<file path="config.mk">
export PLATFORM = sky130hd
export DESIGN_NAME = tile_accumulator
export DESIGN_NICKNAME = d
export VERILOG_FILES = /design/src/rtl/tile_acc_pkg.sv /design/src/rtl/acc_saturate.sv /design/src/rtl/tile_accumulator.sv
export SDC_FILE = /design/constraint.sdc
export NUM_CORES = 2
export LEC_CHECK = 0
export CAP_MARGIN = 30
export CORE_MARGIN = 1.5
export CORE_UTILIZATION = 63
export DETAILED_ROUTE_END_ITERATION = 12
export GPL_TIMING_DRIVEN = 1
export HOLD_SLACK_MARGIN = 0.1
export PLACE_DENSITY_LB_ADDON = 0.05
export SLEW_MARGIN = 25
export SYNTH_ARGS = -nofsm -noshare
export SYNTH_HDL_FRONTEND = slang
export SYNTH_HIERARCHICAL = 1
export SYNTH_SLANG_ARGS = --single-unit
export TNS_END_PERCENT = 100
</file>
<file path="constraint.sdc">
create_clock -name clk -period 19.1 [get_ports clk]
set_clock_uncertainty 0.1 [all_clocks]
set_input_delay 3.82 -clock clk [delete_from_list [all_inputs] [get_ports clk]]
set_output_delay 3.82 -clock clk [all_outputs]
set_load 0.05 [all_outputs]
</file>
<file path="src/rtl/tile_acc_pkg.sv">
// Shared types and width helpers for the tile accumulator.
package tile_acc_pkg;

  // Controller states; a column drain is a run of WRITE words driven by the word counter.
  typedef enum logic [1:0] {
    ST_IDLE   = 2'd0,
    ST_REDUCE = 2'd1,
    ST_WRITE  = 2'd2
  } state_e;

  localparam logic STORE_REDUCE = 1'b0;
  localparam logic STORE_DRAIN  = 1'b1;

  // Width of the cross-column sum: wide enough that adding every column cannot wrap.
  function automatic int unsigned sum_bw(input int unsigned acc_bw, input int unsigned arr_size);
    return acc_bw + $clog2(arr_size);
  endfunction

endpackage

</file>
<file path="src/rtl/acc_saturate.sv">
// Signed narrowing of a wide value to the output word, with a flag when the value changed.
module acc_saturate #(
  parameter int unsigned IN_BW    = 42,
  parameter int unsigned OUT_BW   = 32,
  parameter bit          SATURATE = 1'b1
) (
  input  logic signed [IN_BW-1:0]  in_data,
  output logic        [OUT_BW-1:0] out_data,
  output logic                     changed
);

  logic [IN_BW-OUT_BW:0] upper;
  logic                  fits;

  // The value fits when every bit from the output sign bit upward is identical.
  assign upper = in_data[IN_BW-1:OUT_BW-1];
  assign fits  = (&upper) | ~(|upper);

  // Clamp to the signed output range or keep the low bits.
  always_comb begin
    out_data = in_data[OUT_BW-1:0];
    changed  = ~fits;
    if (SATURATE && !fits) begin
      out_data = in_data[IN_BW-1] ? {1'b1, {(OUT_BW-1){1'b0}}} : {1'b0, {(OUT_BW-1){1'b1}}};
    end
  end

endmodule

</file>
<file path="src/rtl/tile_accumulator.sv">
// Per-column K-tile accumulator with ping-pong shadow and a backpressured output-buffer writer.
module tile_accumulator
  import tile_acc_pkg::*;
#(
  parameter int unsigned ARR_SIZE    = 4,
  parameter int unsigned VERTICAL_BW = 32,
  parameter int unsigned ACC_BW      = 40,
  parameter int unsigned OUT_BW      = 32,
  parameter int unsigned ADDR_BW     = 4,
  parameter bit          SATURATE    = 1'b1
) (
  input  logic                            clk,
  input  logic                            rst,
  input  logic                            acc_clear,
  input  logic                            in_valid,
  input  logic [ARR_SIZE*VERTICAL_BW-1:0] in_data,
  input  logic                            store_req,
  input  logic                            store_mode,
  input  logic [ADDR_BW-1:0]              store_addr,
  output logic                            store_ack,
  output logic                            busy,
  output logic                            ob_wr_en,
  output logic [ADDR_BW-1:0]              ob_wr_addr,
  output logic [OUT_BW-1:0]               ob_wr_data,
  input  logic                            ob_wr_ready,
  output logic                            overflow
);

  localparam int unsigned SUM_BW   = sum_bw(ACC_BW, ARR_SIZE);
  localparam int unsigned IDX_BW   = $clog2(ARR_SIZE);
  localparam logic [IDX_BW-1:0] LAST_IDX = IDX_BW'(ARR_SIZE - 1);

  state_e                     state_q, state_d;
  logic        [IDX_BW-1:0]   idx_q, idx_d;
  logic signed [SUM_BW-1:0]   sum_q, sum_d;
  logic                       mode_q, mode_d;
  logic                       wr_en_q, wr_en_d;
  logic        [ADDR_BW-1:0]  wr_addr_q, wr_addr_d;
  logic        [OUT_BW-1:0]   wr_data_q, wr_data_d;
  logic                       overflow_q, overflow_d;
  logic                       busy_q, busy_d;
  logic signed [ACC_BW-1:0]   acc_q [ARR_SIZE];
  logic signed [ACC_BW-1:0]   acc_d [ARR_SIZE];
  logic signed [ACC_BW-1:0]   shadow_q [ARR_SIZE];
  logic signed [ACC_BW-1:0]   shadow_d [ARR_SIZE];

  logic signed [ACC_BW-1:0]   beat_c [ARR_SIZE];
  logic signed [ACC_BW-1:0]   store_val_c [ARR_SIZE];
  logic                       accept_c;
  logic                       clr_c;
  logic        [IDX_BW-1:0]   idx_nxt_c;
  logic signed [SUM_BW-1:0]   red_sum_c;
  logic                       load_c;
  logic signed [SUM_BW-1:0]   conv_src_c;
  logic        [OUT_BW-1:0]   conv_data_c;
  logic                       conv_changed_c;

  assign accept_c  = store_req && (state_q == ST_IDLE) && !rst;
  assign clr_c     = acc_clear || accept_c;
  assign idx_nxt_c = IDX_BW'(idx_q + 1'b1);
  assign red_sum_c = sum_q + SUM_BW'(shadow_q[idx_q]);

  assign store_ack  = accept_c;
  assign busy       = busy_q;
  assign ob_wr_en   = wr_en_q;
  assign ob_wr_addr = wr_addr_q;
  assign ob_wr_data = wr_data_q;
  assign overflow   = overflow_q;

  // Sign-extend this cycle's beat and form the snapshot value that includes it.
  always_comb begin
    for (int k = 0; k < int'(ARR_SIZE); k++) begin
      beat_c[k]      = in_valid ? ACC_BW'(signed'(in_data[k*VERTICAL_BW +: VERTICAL_BW])) : '0;
      store_val_c[k] = acc_q[k] + beat_c[k];
    end
  end

  // Select the next word to present on the write port and whether one is loaded this cycle.
  always_comb begin
    load_c     = 1'b0;
    conv_src_c = '0;
    case (state_q)
      ST_IDLE: begin
        if (accept_c && store_mode == STORE_DRAIN) begin
          load_c     = 1'b1;
          conv_src_c = SUM_BW'(store_val_c[0]);
        end
      end
      ST_REDUCE: begin
        if (idx_q == LAST_IDX) begin
          load_c     = 1'b1;
          conv_src_c = red_sum_c;
        end
      end
      ST_WRITE: begin
        if (wr_en_q && ob_wr_ready && mode_q == STORE_DRAIN && idx_q != LAST_IDX) begin
          load_c     = 1'b1;
          conv_src_c = SUM_BW'(shadow_q[idx_nxt_c]);
        end
      end
      default: begin
        load_c = 1'b0;
      end
    endcase
  end

  acc_saturate #(
    .IN_BW    (SUM_BW),
    .OUT_BW   (OUT_BW),
    .SATURATE (SATURATE)
  ) u_sat (
    .in_data  (conv_src_c),
    .out_data (conv_data_c),
    .changed  (conv_changed_c)
  );

  // Next-state for accumulators, shadow, controller and registered write port.
  always_comb begin
    state_d    = state_q;
    idx_d      = idx_q;
    sum_d      = sum_q;
    mode_d     = mode_q;
    wr_en_d    = wr_en_q;
    wr_addr_d  = wr_addr_q;
    wr_data_d  = wr_data_q;
    overflow_d = acc_clear ? 1'b0 : overflow_q;
    for (int k = 0; k < int'(ARR_SIZE); k++) begin
      acc_d[k]    = (clr_c ? '0 : acc_q[k]) + beat_c[k];
      shadow_d[k] = shadow_q[k];
    end

    case (state_q)
      ST_IDLE: begin
        if (accept_c) begin
          for (int k = 0; k < int'(ARR_SIZE); k++) begin
            shadow_d[k] = store_val_c[k];
          end
          mode_d    = store_mode;
          idx_d     = '0;
          sum_d     = '0;
          wr_addr_d = store_addr;
          state_d   = (store_mode == STORE_DRAIN) ? ST_WRITE : ST_REDUCE;
        end
      end
      ST_REDUCE: begin
        sum_d = red_sum_c;
        if (idx_q == LAST_IDX) begin
          idx_d   = '0;
          state_d = ST_WRITE;
        end else begin
          idx_d = idx_nxt_c;
        end
      end
      ST_WRITE: begin
        if (wr_en_q && ob_wr_ready) begin
          if (mode_q == STORE_REDUCE || idx_q == LAST_IDX) begin
            state_d   = ST_IDLE;
            idx_d     = '0;
            wr_en_d   = 1'b0;
            wr_addr_d = '0;
            wr_data_d = '0;
          end else begin
            idx_d     = idx_nxt_c;
            wr_addr_d = ADDR_BW'(wr_addr_q + 1'b1);
          end
        end
      end
      default: begin
        state_d = ST_IDLE;
      end
    endcase

    if (load_c) begin
      wr_en_d    = 1'b1;
      wr_data_d  = conv_data_c;
      overflow_d = overflow_d | conv_changed_c;
    end
    busy_d = (state_d != ST_IDLE);
  end

  // State and output registers; reset abandons any in-flight store.
  always_ff @(posedge clk or posedge rst) begin
    if (rst) begin
      state_q    <= ST_IDLE;
      idx_q      <= '0;
      sum_q      <= '0;
      mode_q     <= STORE_REDUCE;
      wr_en_q    <= 1'b0;
      wr_addr_q  <= '0;
      wr_data_q  <= '0;
      overflow_q <= 1'b0;
      busy_q     <= 1'b0;
      for (int k = 0; k < int'(ARR_SIZE); k++) begin
        acc_q[k]    <= '0;
        shadow_q[k] <= '0;
      end
    end else begin
      state_q    <= state_d;
      idx_q      <= idx_d;
      sum_q      <= sum_d;
      mode_q     <= mode_d;
      wr_en_q    <= wr_en_d;
      wr_addr_q  <= wr_addr_d;
      wr_data_q  <= wr_data_d;
      overflow_q <= overflow_d;
      busy_q     <= busy_d;
      for (int k = 0; k < int'(ARR_SIZE); k++) begin
        acc_q[k]    <= acc_d[k];
        shadow_q[k] <= shadow_d[k];
      end
    end
  end

endmodule

</file>
After elaboration in Yosys (flattened, before gate mapping):

Index checks and enable logic that the tools add are counted.

* add/subtract/negate cells: 11
* magnitude comparators: 2
* equal/unequal tests: 6
* mux-type cells: 51
* bitwise operators: 7
* reductions and logical operators: 24

Operator list (number)
* $mux W40: 12
* $add A40 B40 Y40: 8
* $mux W32: 6
* $mux W42: 4
* $bmux W40 S2: 2
* $pmux W42 S3: 1
* $pmux W42 S2: 1
* $add A42 B40 Y42: 1
* $mux W2: 9
* $mux W4: 3
* $pmux W2 S3: 2
* $reduce_bool A2 Y1: 6
* $reduce_and A11 Y1: 1
* $reduce_or A11 Y1: 1
* $mux W1: 9
* $reduce_and A3 Y1: 3
* $pmux W4 S2: 1
* $ge A3 B3 Y1 const B: 2
* $logic_and A1 B1 Y1: 6
* $ne A2 B2 Y1 const B: 3
* $not A2 Y3: 2
* $add A4 B1 Y4 const B: 1
* $eq A2 B2 Y1 const B: 2
* $reduce_and A2 Y1: 2
* other kinds (9): 13

* register bits: 406
* output and inout port bits: 40
* word-level logic and storage cells: 118

Logic depth before layout (Yosys ltp):

* depth in word-level cells: 13
* mapped depth: 23
* depth with buffers taken out: 20

Hierarchy:

Netlist, hierarchy kept.

Modules (own cells, without submodules)
* tile_accumulator: instances 1, cells each 4007, area an instance 35347.7 µm²
* acc_saturate: instances 1, cells each 48, area an instance 431.7 µm²

Worst setup path after synthesis:

No wires, ideal clock.

* kind: input to output
* from: input rst
* to: output store_ack
* arrival time: 14.411 ns
* data required time: 15.180 ns
* path slack: 0.769 ns
* stages on the path: 6
* path through: inv_1 nand3_1 inv_1 clkbuf_1 buf_1 buf_1

* word-level cells in the longest chain between the ends: 2

RTL lines
* start, declared: RTL line tile_accumulator.sv:13 `input logic rst,`
* $logic_not A1 Y1 (no source line)
* $logic_and A1 B1 Y1: RTL line tile_accumulator.sv:58 `assign accept_c = store_req && (state_q == ST_IDLE) && !rst;`
* end, declared: RTL line tile_accumulator.sv:20 `output logic store_ack,`

Every way passes these cells.

Final worst setup path:

Ends and elaborated chain as after synthesis.

==> run_results.csv <==
group,metric,value,unit
outcome,run_status,"finished, final reports clean",
route,firstDrtPassIters,6,
clock_tree,hold_buffers,0,
die,row_count,87,
yosys,synth-edff-count,0,
hold_path,holdPathStages,2,
yosys,synth_top_flop_cell,"dfrtp_1",
clock_tree,postCtsResizedCells,0,
die,start_util,63.6,%
clock_tree,htreeDepth,2,
yosys,ys_seq_elements,406,
timing,hold_ws,379,ps
final_layout,mostFrequentLayoutCells,"nand2_1 (465), dfrtp_1 (405), ha_1 (359)",
timing,rsz0062_at_grt,"no",
pwr,p_total,5.30,mW
final_layout,instances_no_fill,4942,
yosys,syn_avg_cell_area,8.82,um2
pwr,leakagePower,19.1,nW
yosys,yosys_warnings,6,
setup_path,crit_buf_inv,5,
setup_path,cpPeakStageDelay,870,ps
clock_tree,root_buffer,"clkbuf_16",
setup_path,cp.arrival,6490,ps
route,first_iter_violations,2907,
final_layout,final_nets,4652,
yosys,netlist_instances,4055,
timing,fmax,0.0961,GHz
pwr,peakVddDrop,0.0899,mV
setup_path,crit_family,"buffers and inverters",
clock_tree,clk_path_buf_depth,3,
timing,setup_violations,0,
die,die-height,241,um
clock_tree,cts_tree,"done",
final_layout,final_layout_size_suffix_gt1_share,7.32,%
setup_path,reg2reg_depth,19,
global_route,grt_pass1_wl,161000,um
global_route,grt.overflow.total,0,
final_layout,final_util,70.7,%
setup_path,crit_chain,"clkdlybuf4s50_1, inv_8, nand3_4, inv_1, buf_4, clkdlybuf4s50_1",
clock_tree,cts_setup_buffers,0,
yosys,ys_types,103,
setup_path,crit_top_cell,"clkdlybuf4s50_1",
clock_tree,clk_pin_slew,60,ps
pwr,powerDensity,133,nW/um2
setup_path,worst_setup_path_start_kind,"input pin",
die,fp.dieW,241,um
timing,drv_slew,0,
placed_design,dp_hpwl,76500,um
timing,worst_pin_slew,988,ps
setup_path,path_depth,6,
setup_path,endpoint_kind,"output port",
setup_path,cp.required,15180,ps
timing,timing.setup.tns,0,ps
yosys,async_flop_share,100,%
final_layout,syn2layout_area_growth,11.2,%
timing,period_share,54.5,%
global_route,antenna_found_initial,3,
setup_path,crit_path_max_fanout,69,
final_layout,final_common_cell,"nand2_1",
global_route,grt_max_degree,217,
final_layout,multi_input_area,24600,um2
die,core,56300,um2
hold_path,hp-class,"flop to flop",
flow_run,maxCapViolCount,0,
route,via_per_inst,6.36,
placed_design,gp_congestion,0.980,
final_layout,seq_area,10200,um2
setup_path,worstSetupPathType,"input pin to output port",
placed_design,portBuffers,178,
route,ant_nets,0,
route,route.detailed.drc,0,
yosys,syn-cell-area,35800,um2
route,post_drt_wl_per_cell,20.5,um
timing,hold_viol,0,
clock_tree,cts.sink_count,406,
final_layout,nFillCells,4587,
placed_design,dpl.cell_count,4850,
timing,max_slew_margin,34.2,%
die,pin_count,179,
route,num_vias,31400,
yosys,synth_fp_nets,4563,
die,dieArea,58200,um2
timing,fin_crit,10410,ps
setup_path,cpMaxStageDelayCell,"clkdlybuf4s50_1",
clock_tree,cts_buffers,47,
global_route,track_usage,35.0,%
clock_tree,clk_latency,610,ps
yosys,ys_seq_area_share,28.4,%
route,routed_wl,101000,um
global_route,grt_pass1_vias,29400,
## worst reg2reg max path, cell delays in order (launching register included)
cell,delay [ps]
dfrtp_4,880
buf_4,670
mux4_2,640
ha_1,260
a211oi_2,260
o21ai_0,190
o211a_1,340
nor4b_4,460
o21ai_1,240
a21boi_0,430
o211ai_1,210
xor2_1,320
xnor2_1,120
o221ai_1,450
nand4_1,180
nor3_2,330
a31o_2,610
a21o_2,230
nand2_1,50
o21ai_0,100
## power breakdown
part | switching, mW | leakage (nW) | internal [mW]
sequential | 0.355 | 5.13 | 1.18
combinational | 1.62 | 13.1 | 1.18
clock | 0.400 | 0.805 | 0.570
## layout make-up
class,instances,share of cell area (%)
antenna,4,0.0252
clock inverter,26,0.770
timing repair buffer,205,5.14
sequential,406,25.5
inverter,111,1.07
multi-input combinational,3373,61.8
clock buffer,61,3.32
tap,756,2.38
## cell usage after synthesis (45+ instances only)
master / n / share of area (%)
nand4_1: 48 / 0.84
o21ai_0: 304 / 4.3
o21bai_1: 51 / 1.1
inv_1: 111 / 1.2
mux4_2: 80 / 5.0
xor2_1: 121 / 3.0
nor3_1: 59 / 0.83
a21o_1: 204 / 4.3
dfrtp_1: 406 / 28
nand2b_1: 45 / 0.79
and2_1: 291 / 5.1
ha_1: 360 / 13
nand2_1: 465 / 4.9
nor2_1: 171 / 1.8
a21oi_1: 320 / 4.5
xnor2_1: 203 / 5.0
nand3_1: 63 / 0.88
clkbuf_1: 140 / 1.5
## state kept, by name, summed over array words and instances (netlist names)
signal      cells
acc_q         160
shadow_q      160
sum_q          42
ob_wr_data     32
ob_wr_addr      4
idx_q           2
state_q         2
busy            1
mode_q          1
ob_wr_en        1
overflow        1
## worst paths after layout
path / end / slack [ps] / startpoint
setup / recovery: store_ack / 8690 / rst
hold / removal: mode_q / 380 / mode_q
setup reg to reg: ob_wr_data[21] / 11950 / idx_q[0]
hold reg to reg: mode_q / 380 / mode_q
max in group asynchronous: sum_q[33] / 13260 / rst
min in group asynchronous: sum_q[25] / 3640 / rst
## metal layers
| layer | vias up | share of wire, % | track usage [%] | routed length, um |
|---|---|---|---|---|
| met1 | 15100 | 44 | 48.9 | 44200 |
| met3 | 193 | 8.2 | 6.40 | 8350 |
| met5 | - | 0.023 | 0 | 23 |
| met2 | 1171 | 45 | 54.7 | 45100 |
| li1 | 15000 | - | - | - |
| met4 | 4 | 3.5 | 12.2 | 3560 |
## cell families (layout without fill, tap and decap cells)
family                     after synthesis  count (layout)  synth area share [%]
adders and majority gates              369             369                  13.1
muxes                                   88              88                  5.27
buffers and inverters                  276             403                  3.06
AOI/OAI and AO/OA                     1308            1308                  24.4
other                                    0               4                     0
DFF                                    406             406                  28.4
xor gates and xnor gates               324             324                  7.93
and+or+nand+nor                       1284            1284                  17.9
## metrics by stage
step,instance area [um2],worst slack (ps)
floorplan,35800,769
CTS,39800,8720
global route,39800,8620
global placement,38100,8750
detailed placement,38100,8720
finish,39800,8690
No activity file was read; power rests on OpenSTA's default activity.
